===== config.mk =====
export PLATFORM = sky130hd
export DESIGN_NAME = capture_sequencer
export DESIGN_NICKNAME = d
export VERILOG_FILES = /design/src/rtl/scope_pkg.sv /design/src/rtl/trig_detect.sv /design/src/rtl/capture_sequencer.sv
export SDC_FILE = /design/constraint.sdc
export NUM_CORES = 1
export LEC_CHECK = 0
export CORE_MARGIN = 2
export CORE_UTILIZATION = 45
export CTS_BUF_LIST = sky130_fd_sc_hd__clkbuf_8
export DETAILED_ROUTE_END_ITERATION = 16
export MAX_ROUTING_LAYER = met4
export PLACE_DENSITY = 0.75
export REMOVE_ABC_BUFFERS = 1
export SYNTH_ARGS = -nofsm -noshare
export SYNTH_HDL_FRONTEND = slang
export SYNTH_HIERARCHICAL = 1
export SYNTH_SLANG_ARGS = --single-unit
export TNS_END_PERCENT = 20

===== constraint.sdc =====
create_clock -name clk -period 7.2 [get_ports clk]
set_clock_uncertainty 0.2 [all_clocks]
set_input_delay 1.44 -clock clk [delete_from_list [all_inputs] [get_ports clk]]
set_output_delay 1.44 -clock clk [all_outputs]
set_load 0.03 [all_outputs]

===== src/rtl/scope_pkg.sv =====
// scope_pkg: shared types and helpers for the oscilloscope capture path.
//
// Contents:
//   cap_state_t  - capture sequencer states
//   cap_mode_t   - acquisition mode encoding
//   SLOPE_RISE / SLOPE_FALL - trigger slope encodings
//   decim_div()  - one-hot time-scale to decimation divider mapping
package scope_pkg;

    typedef enum logic [2:0] {
        ST_IDLE    = 3'd0,
        ST_PRIME   = 3'd1,
        ST_ARMED   = 3'd2,
        ST_CAPTURE = 3'd3,
        ST_READOUT = 3'd4
    } cap_state_t;

    // 2'b11 is reserved and is handled exactly like normal mode.
    typedef enum logic [1:0] {
        MODE_NORMAL = 2'b00,
        MODE_SINGLE = 2'b01,
        MODE_AUTO   = 2'b10,
        MODE_RSVD   = 2'b11
    } cap_mode_t;

    localparam logic SLOPE_RISE = 1'b0;
    localparam logic SLOPE_FALL = 1'b1;

    // Divider per one-hot time-scale bit; anything that is not exactly
    // one-hot falls back to no decimation.
    function automatic logic [5:0] decim_div(input logic [5:0] time_scale);
        case (time_scale)
            6'b000001: decim_div = 6'd1;
            6'b000010: decim_div = 6'd2;
            6'b000100: decim_div = 6'd5;
            6'b001000: decim_div = 6'd10;
            6'b010000: decim_div = 6'd20;
            6'b100000: decim_div = 6'd50;
            default:   decim_div = 6'd1;
        endcase
    endfunction

endpackage


===== src/rtl/trig_detect.sv =====
// trig_detect: previous-sample register plus slope comparison against the
// trigger level.
//
// Ports:
//   clk, reset  - clock, asynchronous active-high reset
//   strobe_i    - decimated sample strobe; prev register loads on it
//   sample_i    - current (unsigned) sample
//   level_i     - trigger threshold (unsigned)
//   slope_i     - SLOPE_RISE or SLOPE_FALL
//   hit_o       - combinational, high for the strobe cycle that crosses
//
// The caller decides in which states a hit is meaningful; the prev register
// simply follows every decimated sample.
module trig_detect
    import scope_pkg::*;
#(
    parameter int DATA_W = 16
) (
    input  logic              clk,
    input  logic              reset,
    input  logic              strobe_i,
    input  logic [DATA_W-1:0] sample_i,
    input  logic [DATA_W-1:0] level_i,
    input  logic              slope_i,
    output logic              hit_o
);

    logic [DATA_W-1:0] prev_q;
    logic              prev_below;
    logic              cur_below;

    always_ff @(posedge clk or posedge reset) begin
        if (reset) begin
            prev_q <= '0;
        end else if (strobe_i) begin
            prev_q <= sample_i;
        end
    end

    assign prev_below = (prev_q < level_i);
    assign cur_below  = (sample_i < level_i);

    always_comb begin
        hit_o = 1'b0;
        if (strobe_i) begin
            if (slope_i == SLOPE_RISE) begin
                hit_o = prev_below & ~cur_below;
            end else begin
                hit_o = ~prev_below & cur_below;
            end
        end
    end

endmodule


===== src/rtl/capture_sequencer.sv =====
// capture_sequencer: sequences one oscilloscope acquisition around the
// shared sample FIFO. Decimates the scaled ADC stream, waits for a trigger
// crossing, writes a fixed-length record into the FIFO, then hands the FIFO
// to the Pi read interface until it is drained.
//
// Ports:
//   clk, reset            - clock, asynchronous active-high reset
//   sample, sample_valid  - scaled unsigned sample and its one-cycle strobe
//   trig_level, trig_slope- trigger threshold and slope (0 rise, 1 fall)
//   time_scale            - one-hot decimation select
//   mode                  - 00 normal, 01 single, 10 auto, 11 normal
//   arm, abort            - start / stop acquisition pulses
//   fifo_full, fifo_empty - FIFO status
//   rd_req                - read request from the Pi interface
//   fifo_wr, fifo_wdata   - registered FIFO write strobe and data
//   fifo_rd               - combinational FIFO read strobe (READOUT only)
//   done, busy            - record ready / not idle (registered)
//   auto_fired            - last trigger was forced by timeout (registered)
//   rec_count             - words written in the current record
//
// Build option: define CAPTURE_AUTO_EN to enable auto mode (forced trigger
// after AUTO_TIMEOUT decimated samples in ARMED). Without it, mode 10 acts
// as normal and auto_fired is held at 0.
module capture_sequencer
    import scope_pkg::*;
#(
    parameter int DATA_W       = 16,
    parameter int REC_LEN      = 512,
    parameter int AUTO_TIMEOUT = 4096
) (
    input  logic                         clk,
    input  logic                         reset,
    input  logic [DATA_W-1:0]            sample,
    input  logic                         sample_valid,
    input  logic [DATA_W-1:0]            trig_level,
    input  logic                         trig_slope,
    input  logic [5:0]                   time_scale,
    input  logic [1:0]                   mode,
    input  logic                         arm,
    input  logic                         abort,
    input  logic                         fifo_full,
    input  logic                         fifo_empty,
    input  logic                         rd_req,
    output logic                         fifo_wr,
    output logic [DATA_W-1:0]            fifo_wdata,
    output logic                         fifo_rd,
    output logic                         done,
    output logic                         busy,
    output logic                         auto_fired,
    output logic [$clog2(REC_LEN+1)-1:0] rec_count
);

    localparam int RC_W = $clog2(REC_LEN + 1);

    cap_state_t        state_q, state_d;
    cap_mode_t         mode_e;
    logic [5:0]        div;
    logic [5:0]        div_cnt_q, div_cnt_d;
    logic              run;
    logic              decim;
    logic              hit;
    logic              forced;
    logic              wr_q, wr_d;
    logic [DATA_W-1:0] wdata_q;
    logic [RC_W-1:0]   rec_cnt_q, rec_cnt_d;
    logic [RC_W-1:0]   rec_cnt_inc;
    logic              done_q, busy_q;

    assign mode_e = cap_mode_t'(mode);
    assign div    = decim_div(time_scale);

    // The divider only runs while acquiring; holding it at zero elsewhere
    // means every entry to PRIME (manual arm or automatic re-arm) starts a
    // fresh decimation phase.
    assign run   = (state_q == ST_PRIME) || (state_q == ST_ARMED) ||
                   (state_q == ST_CAPTURE);
    // >= rather than == so a time-scale change to a smaller divider
    // mid-acquisition cannot make the counter run past its wrap point.
    assign decim = run & sample_valid & (div_cnt_q >= (div - 6'd1));

    always_comb begin
        div_cnt_d = div_cnt_q;
        if (!run || decim) begin
            div_cnt_d = '0;
        end else if (sample_valid) begin
            div_cnt_d = div_cnt_q + 6'd1;
        end
    end

    trig_detect #(
        .DATA_W (DATA_W)
    ) u_trig_detect (
        .clk      (clk),
        .reset    (reset),
        .strobe_i (decim),
        .sample_i (sample),
        .level_i  (trig_level),
        .slope_i  (trig_slope),
        .hit_o    (hit)
    );

`ifdef CAPTURE_AUTO_EN
    localparam int TO_W = $clog2(AUTO_TIMEOUT + 1);

    logic [TO_W-1:0] to_cnt_q, to_cnt_d;
    logic            auto_q;
    logic            force_take;

    // Counts decimated samples spent in ARMED; saturates one short of the
    // timeout so the next decimated sample is the forced one.
    always_comb begin
        to_cnt_d = '0;
        if (state_q == ST_ARMED) begin
            to_cnt_d = to_cnt_q;
            if (decim && (to_cnt_q != TO_W'(AUTO_TIMEOUT - 1))) begin
                to_cnt_d = to_cnt_q + 1'b1;
            end
        end
    end

    assign forced     = (mode_e == MODE_AUTO) &&
                        (to_cnt_q == TO_W'(AUTO_TIMEOUT - 1));
    assign force_take = (state_q == ST_ARMED) & decim & ~abort & ~hit & forced;

    always_ff @(posedge clk or posedge reset) begin
        if (reset) begin
            to_cnt_q <= '0;
            auto_q   <= 1'b0;
        end else begin
            to_cnt_q <= to_cnt_d;
            if ((state_d == ST_PRIME) && (state_q != ST_PRIME)) begin
                auto_q <= 1'b0;
            end else if (force_take) begin
                auto_q <= 1'b1;
            end
        end
    end

    assign auto_fired = auto_q;
`else
    logic unused_auto;

    assign forced      = 1'b0;
    assign auto_fired  = 1'b0;
    assign unused_auto = ^AUTO_TIMEOUT;
`endif

    assign rec_cnt_inc = rec_cnt_q + 1'b1;

    always_comb begin
        state_d   = state_q;
        wr_d      = 1'b0;
        rec_cnt_d = rec_cnt_q;
        case (state_q)
            ST_IDLE: begin
                // arm beats a simultaneous abort here: abort is a no-op in IDLE.
                if (arm) begin
                    state_d   = ST_PRIME;
                    rec_cnt_d = '0;
                end
            end
            ST_PRIME: begin
                if (abort) begin
                    state_d = ST_IDLE;
                end else if (decim) begin
                    state_d = ST_ARMED;
                end
            end
            ST_ARMED: begin
                if (abort) begin
                    state_d = ST_IDLE;
                end else if (decim && (hit || forced)) begin
                    // The trigger sample itself is word 0 of the record.
                    wr_d      = 1'b1;
                    rec_cnt_d = RC_W'(1);
                    state_d   = (REC_LEN == 1) ? ST_READOUT : ST_CAPTURE;
                end
            end
            ST_CAPTURE: begin
                if (abort) begin
                    state_d = ST_READOUT;
                end else if (decim) begin
                    if (fifo_full) begin
                        // Sample is dropped; keep what was written so far.
                        state_d = ST_READOUT;
                    end else begin
                        wr_d      = 1'b1;
                        rec_cnt_d = rec_cnt_inc;
                        if (rec_cnt_inc == RC_W'(REC_LEN)) begin
                            state_d = ST_READOUT;
                        end
                    end
                end
            end
            ST_READOUT: begin
                if (fifo_empty && !rd_req) begin
                    if (mode_e == MODE_SINGLE) begin
                        state_d = ST_IDLE;
                    end else begin
                        state_d   = ST_PRIME;
                        rec_cnt_d = '0;
                    end
                end
            end
            default: begin
                state_d = ST_IDLE;
            end
        endcase
    end

    always_ff @(posedge clk or posedge reset) begin
        if (reset) begin
            state_q   <= ST_IDLE;
            div_cnt_q <= '0;
            wr_q      <= 1'b0;
            wdata_q   <= '0;
            rec_cnt_q <= '0;
            done_q    <= 1'b0;
            busy_q    <= 1'b0;
        end else begin
            state_q   <= state_d;
            div_cnt_q <= div_cnt_d;
            wr_q      <= wr_d;
            if (wr_d) begin
                wdata_q <= sample;
            end
            rec_cnt_q <= rec_cnt_d;
            // Status flags follow the next state so they line up with state_q.
            done_q    <= (state_d == ST_READOUT);
            busy_q    <= (state_d != ST_IDLE);
        end
    end

    assign fifo_wr    = wr_q;
    assign fifo_wdata = wdata_q;
    assign fifo_rd    = (state_q == ST_READOUT) & rd_req & ~fifo_empty;
    assign done       = done_q;
    assign busy       = busy_q;
    assign rec_count  = rec_cnt_q;

endmodule


# == Word level (Yosys, flattened, before mapping) ==
# Index checks and enable logic that the tools add are counted.
# Widths: inputs -> output; s select.
# word_totals
regBits,54
output_inout_bits,31
wordCells,87
# classes
n_addsub,3
order_cmp,3
eq_ne,20
mux,32
n_bitwise,9
reduce_logical,12
# ops
op,n
$mux 10,8
$pmux 10 s4,1
$lt 16x16->1,2
$mux 3,10
$pmux 6 s5,1
$pmux 3 s5,1
$ne 2x2->1 const B,7
$mux 6,2
$add 10x1->10 const B,1
$eq 10x10->1 const B,1
$reduce_and 9->1,1
$mux 1,8
$add 6x1->6 const B,1
$and 1x1->1,6
$eq 3x2->1 const B,2
$eq 3x3->1 const B,2
$eq 6x2->1 const B,1
$eq 6x3->1 const B,1
$eq 6x4->1 const B,1
$eq 6x5->1 const B,1
$eq 6x6->1 const B,1
$ge 6x6->1,1
$sub 6x1->6 const B,1
$reduce_bool 4->1,1
11 further kinds,17

# == Logic depth before layout (Yosys ltp) ==
# Gate-level depths: netlist of the first run.
# depth
depth_word,11
ltp_mapped,23
ltp_nobuf,20

# == By module ==
# The synthesis of the first run kept the hierarchy.
# by_module_without_submodules
module,instances,cells_per_inst,area_per_inst_um2,seq_area_each_um2
capture_sequencer,1,230,2331.0,950.9
trig_detect,1,129,1318.8,400.4

# == Least setup slack after synthesis of the first run ==
# No wires, ideal clock.
# synth_path
path_type,input -> register
from,in time_scale[5]
to,"reg wdata_q[10], in the netlist fifo_wdata[10]"
arrival_ps,5303
t_required_ps,6875
path_slack_ps,1572
cell_stages,22
n_path_buf,4
cell_sequence,clkbuf_1 -> xor2_1 -> o21ai_0 -> nor2_1 -> a21oi_1 -> nor3_1 -> ha_1 -> xor2_1 -> ha_1 -> a41oi_1 -> o22a_2 -> nor3b_1 -> clkbuf_1 -> buf_2 -> nand4_1 -> mux2i_1 -> nor2b_1 -> a21o_1 -> nand3_2 -> nor2_8 -> buf_12 -> mux2_4
# synth_between
elab_chain_cells,10
elab_cells_between_ends,16
classes_between,add/sub: 1; order compare: 1; eq/ne: 5; mux: 7; bitwise: 1; reduce/logical: 1
# synth_lines
element,line,source
"start, declared",capture_sequencer.sv:37,"input logic [5:0] time_scale,"
"$eq 6x6->1, or another cell as far along",scope_pkg.sv:32,case (time_scale)
$pmux 6 s5 (*),scope_pkg.sv:32,
$sub 6x1->6 (*),capture_sequencer.sv:79,assign decim = run & sample_valid & (div_cnt_q >= (div - 6'd1));
$ge 6x6->1 (*),capture_sequencer.sv:79,
$and 1x1->1 (*),capture_sequencer.sv:79,
via decim,capture_sequencer.sv:60,logic decim;
$mux 1 (*),trig_detect.sv:45,if (strobe_i) begin
via hit,capture_sequencer.sv:61,logic hit;
$logic_and 1x1->1 (*),capture_sequencer.sv:172,end else if (decim && (hit || forced)) begin
$mux 1 (*),capture_sequencer.sv:172,
$mux 1 (*),capture_sequencer.sv:170,if (abort) begin
$pmux 1 s2 (*),capture_sequencer.sv:154,case (state_q)
via wr_d,capture_sequencer.sv:63,"logic wr_q, wr_d;"
"end signal, assigned",capture_sequencer.sv:225,wdata_q <= sample;
"end, declared",capture_sequencer.sv:64,logic [DATA_W-1:0] wdata_q;
# The timed path passes the listed nets; every way through them passes the cells marked *.
# A chain may end at the register's enable or synchronous reset.

# == Final worst setup path of the first run ==
# layout_path
from,in time_scale[5]
to,"reg rec_cnt_q[4], in the netlist rec_count[4]"
# layout_between
elab_chain_cells,9
elab_cells_between_ends,14
classes_between,add/sub: 1; order compare: 1; eq/ne: 7; mux: 2; bitwise: 1; reduce/logical: 2
# layout_lines
element,line,source
"$eq 6x6->1, or another cell as far along",scope_pkg.sv:32,
$pmux 6 s5 (*),scope_pkg.sv:32,
$sub 6x1->6 (*),capture_sequencer.sv:79,
$ge 6x6->1 (*),capture_sequencer.sv:79,
$and 1x1->1 (*),capture_sequencer.sv:79,
via decim,capture_sequencer.sv:60,
$mux 1 (*),trig_detect.sv:45,
via hit,capture_sequencer.sv:61,
$logic_and 1x1->1 (*),capture_sequencer.sv:172,
$ne 2x1->1 (no source line) (*),-,
$reduce_and 9->1 (no source line) (*),-,
"end signal, assigned",capture_sequencer.sv:227,rec_cnt_q <= rec_cnt_d;
"end, declared",capture_sequencer.sv:65,"logic [RC_W-1:0] rec_cnt_q, rec_cnt_d;"
# Marked as above.

==> results of run 1 <==
area by class of cell:
type,count,area share (%)
multi-input combinational,267,46.49
sequential,54,29.48
timing repair buffer,80,17.36
tap,102,2.785
inverter,25,2.048
clock buffer,5,1.502
clock inverter,2,0.3276
registers in the layout, indices dropped and copies added (netlist names):
signal                flops
busy                      1
div_cnt_q                 6
u_trig_detect/prev_q     16
state_q                   3
fifo_wr                   1
rec_count                10
fifo_wdata               16
done                      1
per-layer routing:
layer  vias to the layer above  track usage (%)  share of wire (%)
met1                      1411            25.41                 45
li1                       1458                -                  -
met4                         0            8.213                2.3
met3                        17            2.408                2.6
met5                         -                -                  0
met2                        60            34.52                 50
layout by cell type, fill, tap and decap left out, drive strengths merged, types with 2 or more instances in the layout:
master	count
clkdlybuf4s50	78
dfrtp	54
ha	39
mux2	34
nand2	27
o21ai	26
inv	25
nor2	18
a21oi	13
nand3	11
nand2b	9
nor3	9
nand4	7
a21o	6
xor2	6
a31oi	5
clkbuf	5
nand4b	4
and2	4
and3	4
o31ai	4
o211ai	3
a211oi	3
o2111ai	2
nor4	2
or4	2
xnor2	2
a211o	2
a32oi	2
clkinvlp	2
buf	2
nor2b	2
nor3b	2
and4	2
report_power, final:
part / leakage [nW] / internal, mW / switching, mW / total (mW)
sequential: 0.709 / 0.392 / 0.0621 / 0.454
combinational: 1.31 / 0.256 / 0.263 / 0.518
clock: 0.0362 / 0.0667 / 0.101 / 0.168
worst paths after layout:
kind / from / slack (ns) / endpoint
max: time_scale[5] / 1.02 / rec_count[4]
min in group asynchronous: reset / 1.36 / u_trig_detect/prev_q[13]
max in group asynchronous: reset / 5.00 / u_trig_detect/prev_q[1]
min: u_trig_detect/prev_q[0] / 0.31 / u_trig_detect/prev_q[0]
max reg2reg: div_cnt_q[3] / 3.28 / rec_count[4]
min reg2reg: u_trig_detect/prev_q[0] / 0.31 / u_trig_detect/prev_q[0]
worst register-to-register path, cell delays in order, from the launching register on:
cell and delay [ns]:
dfrtp_1 0.43, ha_1 0.32, a41oi_1 0.14, o22a_2 0.32
nor3b_2 0.52, inv_1 0.08, a211o_1 0.27, mux2i_1 0.11
nor2b_1 0.18, a21o_1 0.14, a31o_2 0.15, o211ai_1 0.32
or4_1 0.59, nand3_1 0.09
through the flow:
| stage | instance area [um^2] | setup WS, ns | utilization (%) |
|---|---|---|---|
| 6_report | 4583 | 1.022 | 58.70 |
| 5_1_grt | 4583 | 0.4800 | 58.70 |
| 4_1_cts | 4583 | 1.037 | 58.70 |
| 3_5_place_dp | 4499 | 0.7145 | 57.63 |
| 3_3_place_gp | 4499 | 0.9234 | 57.63 |
| 2_1_floorplan | 3571 | 0.7530 | - |
cell families (layout without fill, tap and decap cells):
family	after synthesis	in the layout	synth area share, %
simple gates	107	107	17.07
compound gates	77	77	14.09
flops	54	54	37.02
fa+ha+maj	39	39	13.37
buf+inv	38	112	4.731
mux	35	35	11.69
xor+xnor	8	8	1.920
other cells	1	1	0.1027
==> summary.txt, run 1 <==
Yosys
  – Yosys reg bits: 54
  – Cells after Synth: 359
  – Synth top area cells: dfrtp_1 37%, ha_1 13%, mux2_2 7.7%
  – Post-synth top cells: 54 x dfrtp_1, 39 x ha_1, 26 x nand2_1
  – Top FF cell, synth: dfrtp_1
  – Async SR Flop Fraction: between 90% and 100%
  – Register area share after synthesis: 37.02%
  – Most instantiated library cell after synthesis: dfrtp_1
  – Top cell type's share of synthesized area: between 30 and 40%
  – Yosys top cell by area: dfrtp_1
  – Synth warn: 6
  – Post-Syn Area: around 3600 um^2
  – EDFF count, synth: 0
  – Syn Area/Cell: between 10 and 15 um^2
  – Cell variety after synth: 62

Final layout
  – FF+latch area: about 1400 um^2
  – NumNets Final: about 520
  – Ant diodes: 0
  – Post-Layout Cell Count: between 500 and 600
  – Fillers: 689
  – Multi-input combinational cell area: between 2000 and 2500 um^2
  – Layout cell share with drive strength beyond 1: ~13%
  – Area growth syn-to-layout: 25.57%

CTS
  – CTS H-Tree Depth: 2
  – CTS tree: built
  – CTS Hold Bufs: 0
  – Post-CTS Setup Bufs: 0
  – Root buffer cell: clkbuf_8
  – Clock slew at reported path FFs: 0.10 ns
  – Post-CTS Resized: 0
  – Clock latency on the worst-skew pair: between 0.3 and 0.4 ns
  – Clk sinks: between 50 and 60
  – Total CTS buffers: 5
  – Max Root-Sink Buffers: 2

Setup path
  – Levels on crit path: 21
  – Critical path capture point type: flip-flop
  – Crit-path leading delay family: simple AND/OR/NAND/NOR gates
  – CP Class: input pin to flip-flop
  – Crit path largest cell delay: between 0.6 and 0.7 ns
  – CP max-delay cell: clkdlybuf4s50_1
  – Arrival time at the worst endpoint: slightly above 6 ns
  – Worst setup SP type: input pin
  – WP buf/inv: 2
  – Worst-path maximum fanout: 13
  – Critical path cell sequence: clkdlybuf4s50_1 > xor2_1 > o21ai_0 > nor2_1 > a21oi_1 > nor3_1 > ha_1 > xor2_1 > ha_1 > a41oi_1 > o22a_2 > nor3b_2 > inv_1 > a211o_1 > mux2i_1 > nor2b_1 > a21o_1 > a31o_2 > o211ai_1 > or4_1 > nand3_1
  – R2R depth: 13
  – Worst Path Required: 7.25 ns

Global route
  – Largest net degree at the start of global routing: 39
  – Number of global-route vias before repair: roughly 3100
  – GRT overflow: 0
  – Initial antenna violation count: 0
  – All-layer global routing usage: 20.58%
  – First-pass GRT wire length: between 10000 and 15000 um

Routing
  – Drt first pass iters: 4
  – Routed length per placed instance: 15.15 um
  – Via/cell ratio: ~5.5
  – Final WL: around 8100 um
  – Vias: roughly 2900
  – Final ANT Viol Nets: 0
  – DRC Markers: 0
  – First DRT Iteration DRCs: between 100 and 150

Floorplanning
  – Die footprint: between 8000 and 9000 um^2
  – # rows: 32
  – Die H: about 94 um
  – Initial Util: a little under half
  – Core area: 7807 um^2
  – Io pins: 80
  – Chip Width: around 94 um

Min path
  – Hold Path Stages: 1
  – Worst hold-check path type: flip-flop to flip-flop

Placed design
  – # port buffers: between 70 and 80
  – Cell count after placement: ~530
  – Routability cong.: around 0.89
  – Hpwl dp: roughly 6300 um

Timing
  – Max-slew violations: 0
  – Relative slew slack: 44.24%
  – Worst Max-Slew Pin Slew: roughly 0.83 ns
  – Fmax: between 150 and 200 MHz
  – Final Hold Fails: 0
  – Hold slack: between 0.3 and 0.4 ns
  – Final min period: approximately 6 ns
  – Fin Setup TNS: 0 ns
  – RSZ-0062 raised after global routing: no
  – Finish-stage setup viols: 0
  – Period utilisation layout: between 80% and 90%

Power and ir drop
  – Pleak: ~2.1 nW
  – VDD IR max: 135.2 uV
  – Power Total: 1.140 mW
  – Pwr Density: ~250 nW/um^2

Job
  – Max cap viols: 0

Status
  – Status: complete, no violations
Power figures use the tool's default switching activity.
==> run 2, diff against run 1 <==
- CTS_CLUSTER_DIAMETER: default -> 200
- REMOVE_ABC_BUFFERS: 1 -> default
- TNS_END_PERCENT: 20 -> 100
==> run 2 against run 1 <==
Cell count up 0.19%; routed wire length down 0.20%; first-iteration DRC count up 56%; largest cell class unchanged; maximum frequency decreased by 0.51%; total power rose by 3.0%; non-clock buffer count did not move; register-to-register slack hardly changed; highest routed layer unchanged.
==> summary.txt, run 2 (synthesized netlist as in run 1, its figures left out) <==
Setup path
  – Critical path capture point type: flip-flop
  – Worst Path Required: 7.25 ns (about the same)
  – CP Class: input pin to flip-flop
  – Worst-path maximum fanout: 20 (+7)
  – Worst setup SP type: input pin
  – Arrival time at the worst endpoint: 6.26 ns (+0.03 ns)

Floorplanning
  – Io pins: 80 (unchanged)
  – Die footprint: 8847 um^2 (unchanged)
  – Chip Width: 94.06 um (unchanged)
  – Initial Util: 46.75% (unchanged)
  – # rows: 32 (unchanged)
  – Die H: 94.06 um (unchanged)
  – Core area: 7807 um^2 (unchanged)

Global route
  – Largest net degree at the start of global routing: 25 (-36%)
  – Initial antenna violation count: 0 (unchanged)
  – GRT overflow: 0 (unchanged)
  – Number of global-route vias before repair: 2913 (-7.5%)
  – First-pass GRT wire length: 13640 um (-4.4%)
  – All-layer global routing usage: 19.66% (-0.92 points)

Final layout
  – Fillers: 695 (+0.87%)
  – Most frequent cells in the layout: 78 x clkdlybuf4s50_1, 54 x dfrtp_1, 39 x ha_1
  – Post-Layout Cell Count: 536 (+0.19%)
  – FF+latch area: 1351 um^2 (unchanged)
  – Most common cell after layout, fill and taps aside: clkdlybuf4s50_1
  – NumNets Final: 521 (unchanged)
  – Layout cell share with drive strength beyond 1: 13.36% (-0.031 points)
  – Ant diodes: 0 (unchanged)
  – Multi-input combinational cell area: 2131 um^2 (unchanged)
  – Area growth syn-to-layout: 26.29%

Routing
  – First DRT Iteration DRCs: 170 (+56%)
  – Vias: 2977 (+1.1%)
  – Routed length per placed instance: 15.09 um (-0.38%)
  – DRC Markers: 0 (unchanged)
  – Final ANT Viol Nets: 0 (unchanged)
  – Final WL: 8090 um (-0.20%)
  – Drt first pass iters: 4 (unchanged)
  – Via/cell ratio: 5.554 (+0.86%)

CTS
  – Post-CTS Resized: 0 (unchanged)
  – Total CTS buffers: 5 (unchanged)
  – Root buffer cell: clkbuf_8
  – Max Root-Sink Buffers: 2 (unchanged)
  – Clock latency on the worst-skew pair: 0.31 ns (about the same)
  – CTS tree: built
  – Clk sinks: 54 (unchanged)
  – CTS H-Tree Depth: 2 (unchanged)
  – CTS Hold Bufs: 0 (unchanged)
  – Clock slew at reported path FFs: 0.10 ns (about the same)
  – Post-CTS Setup Bufs: 0 (unchanged)

Timing
  – Relative slew slack: 41.86% (-2.4 points)
  – Max-slew violations: 0 (unchanged)
  – Fin Setup TNS: 0 ns (unchanged)
  – Fmax: 161.0 MHz (-0.51%)
  – RSZ-0062 raised after global routing: no
  – Worst Max-Slew Pin Slew: 0.8683 ns (+0.03563 ns)
  – Final Hold Fails: 0 (unchanged)
  – Finish-stage setup viols: 0 (unchanged)
  – Period utilisation layout: 86.25% (+0.44 points)
  – Final min period: 6.210 ns (+0.03177 ns)

Power and ir drop
  – VDD IR max: 137.8 uV (+2.0%)
  – Pwr Density: 254.9 nW/um^2 (+2.4%)
  – Pleak: 2.075 nW (+0.94%)

Status
  – Status: complete, no violations

Placed design
  – Cell count after placement: 528 (unchanged)
  – Hpwl dp: 6227 um (-0.43%)
  – # port buffers: 78 (unchanged)
  – Routability cong.: 0.8309 (-6.3%)

Job
  – Max cap viols: 0 (unchanged)

Min path
  – Worst hold-check path type: flip-flop to flip-flop

Yosys
  – Syn Nets: 447
run 2: cell types whose count changed in the layout (fill, tap and decap cells not counted):
cell,change
clkinvlp_4,-1
bufinv_16,+1
inv_1,+1
run 2: routing by layer:
metal  share of wire, %  global-route usage (%)  vias up
met2                 51                   34.17       76
met5                  0                       -        -
li1                   -                       -     1460
met1                 44                   25.06     1437
met3                4.1                   2.247        4
met4               0.63                   3.623        0
run 2: final timing paths:
check,start,end,slack (ns),cells after the start
worst min register to register,fifo_wdata[13],fifo_wdata[13],0.31,1
worst min-delay path,fifo_wdata[13],fifo_wdata[13],0.31,1
worst max register to register,div_cnt_q[3],rec_count[4],3.28,14
worst max-delay path,time_scale[5],rec_count[4],0.99,22
min in group asynchronous,reset,fifo_wdata[7],1.34,2
max in group asynchronous,reset,rec_count[1],4.70,3
run 2: final cells by class:
type | count | area share [%]
clock inverter | 3 | 0.8958
timing repair buffer | 80 | 17.26
inverter | 25 | 2.036
tap | 102 | 2.769
multi-input combinational | 267 | 46.23
clock buffer | 5 | 1.493
sequential | 54 | 29.32
run 2: metrics by stage:
stage	util (%)	hold slack, ns	instance area, um^2	worst slack (ns)	total power, mW
3_3_place_gp	57.63	0.2842	4499	0.9480	0.9573
3_5_place_dp	57.63	0.2863	4499	0.6817	0.9766
5_1_grt	59.04	0.3310	4609	0.6231	1.255
4_1_cts	59.04	0.3194	4609	0.9873	1.184
2_1_floorplan	-	0.2716	3650	1.572	0.7996
6_report	59.04	0.3144	4609	0.9899	1.175
run 2: report_power, final:
part | internal, mW | switching, mW
Combinational | 0.255 | 0.259
Clock | 0.103 | 0.103
Sequential | 0.392 | 0.0639
run 2: critical path, cell delays in order:
cell and delay, ns:
clkdlybuf4s50_1 0.62, xor2_1 0.23, o21ai_0 0.10, nor2_1 0.09, a21oi_1 0.04, nor3_1 0.24
ha_1 0.22, xor2_1 0.07, ha_1 0.28, a41oi_1 0.14, o22a_2 0.32, nor3b_2 0.21
buf_4 0.29, inv_1 0.07, a211o_1 0.27, mux2i_1 0.12, nor2b_1 0.19, a21o_1 0.13
a31o_2 0.16, o211ai_1 0.34, or4_1 0.58, nand3_1 0.10
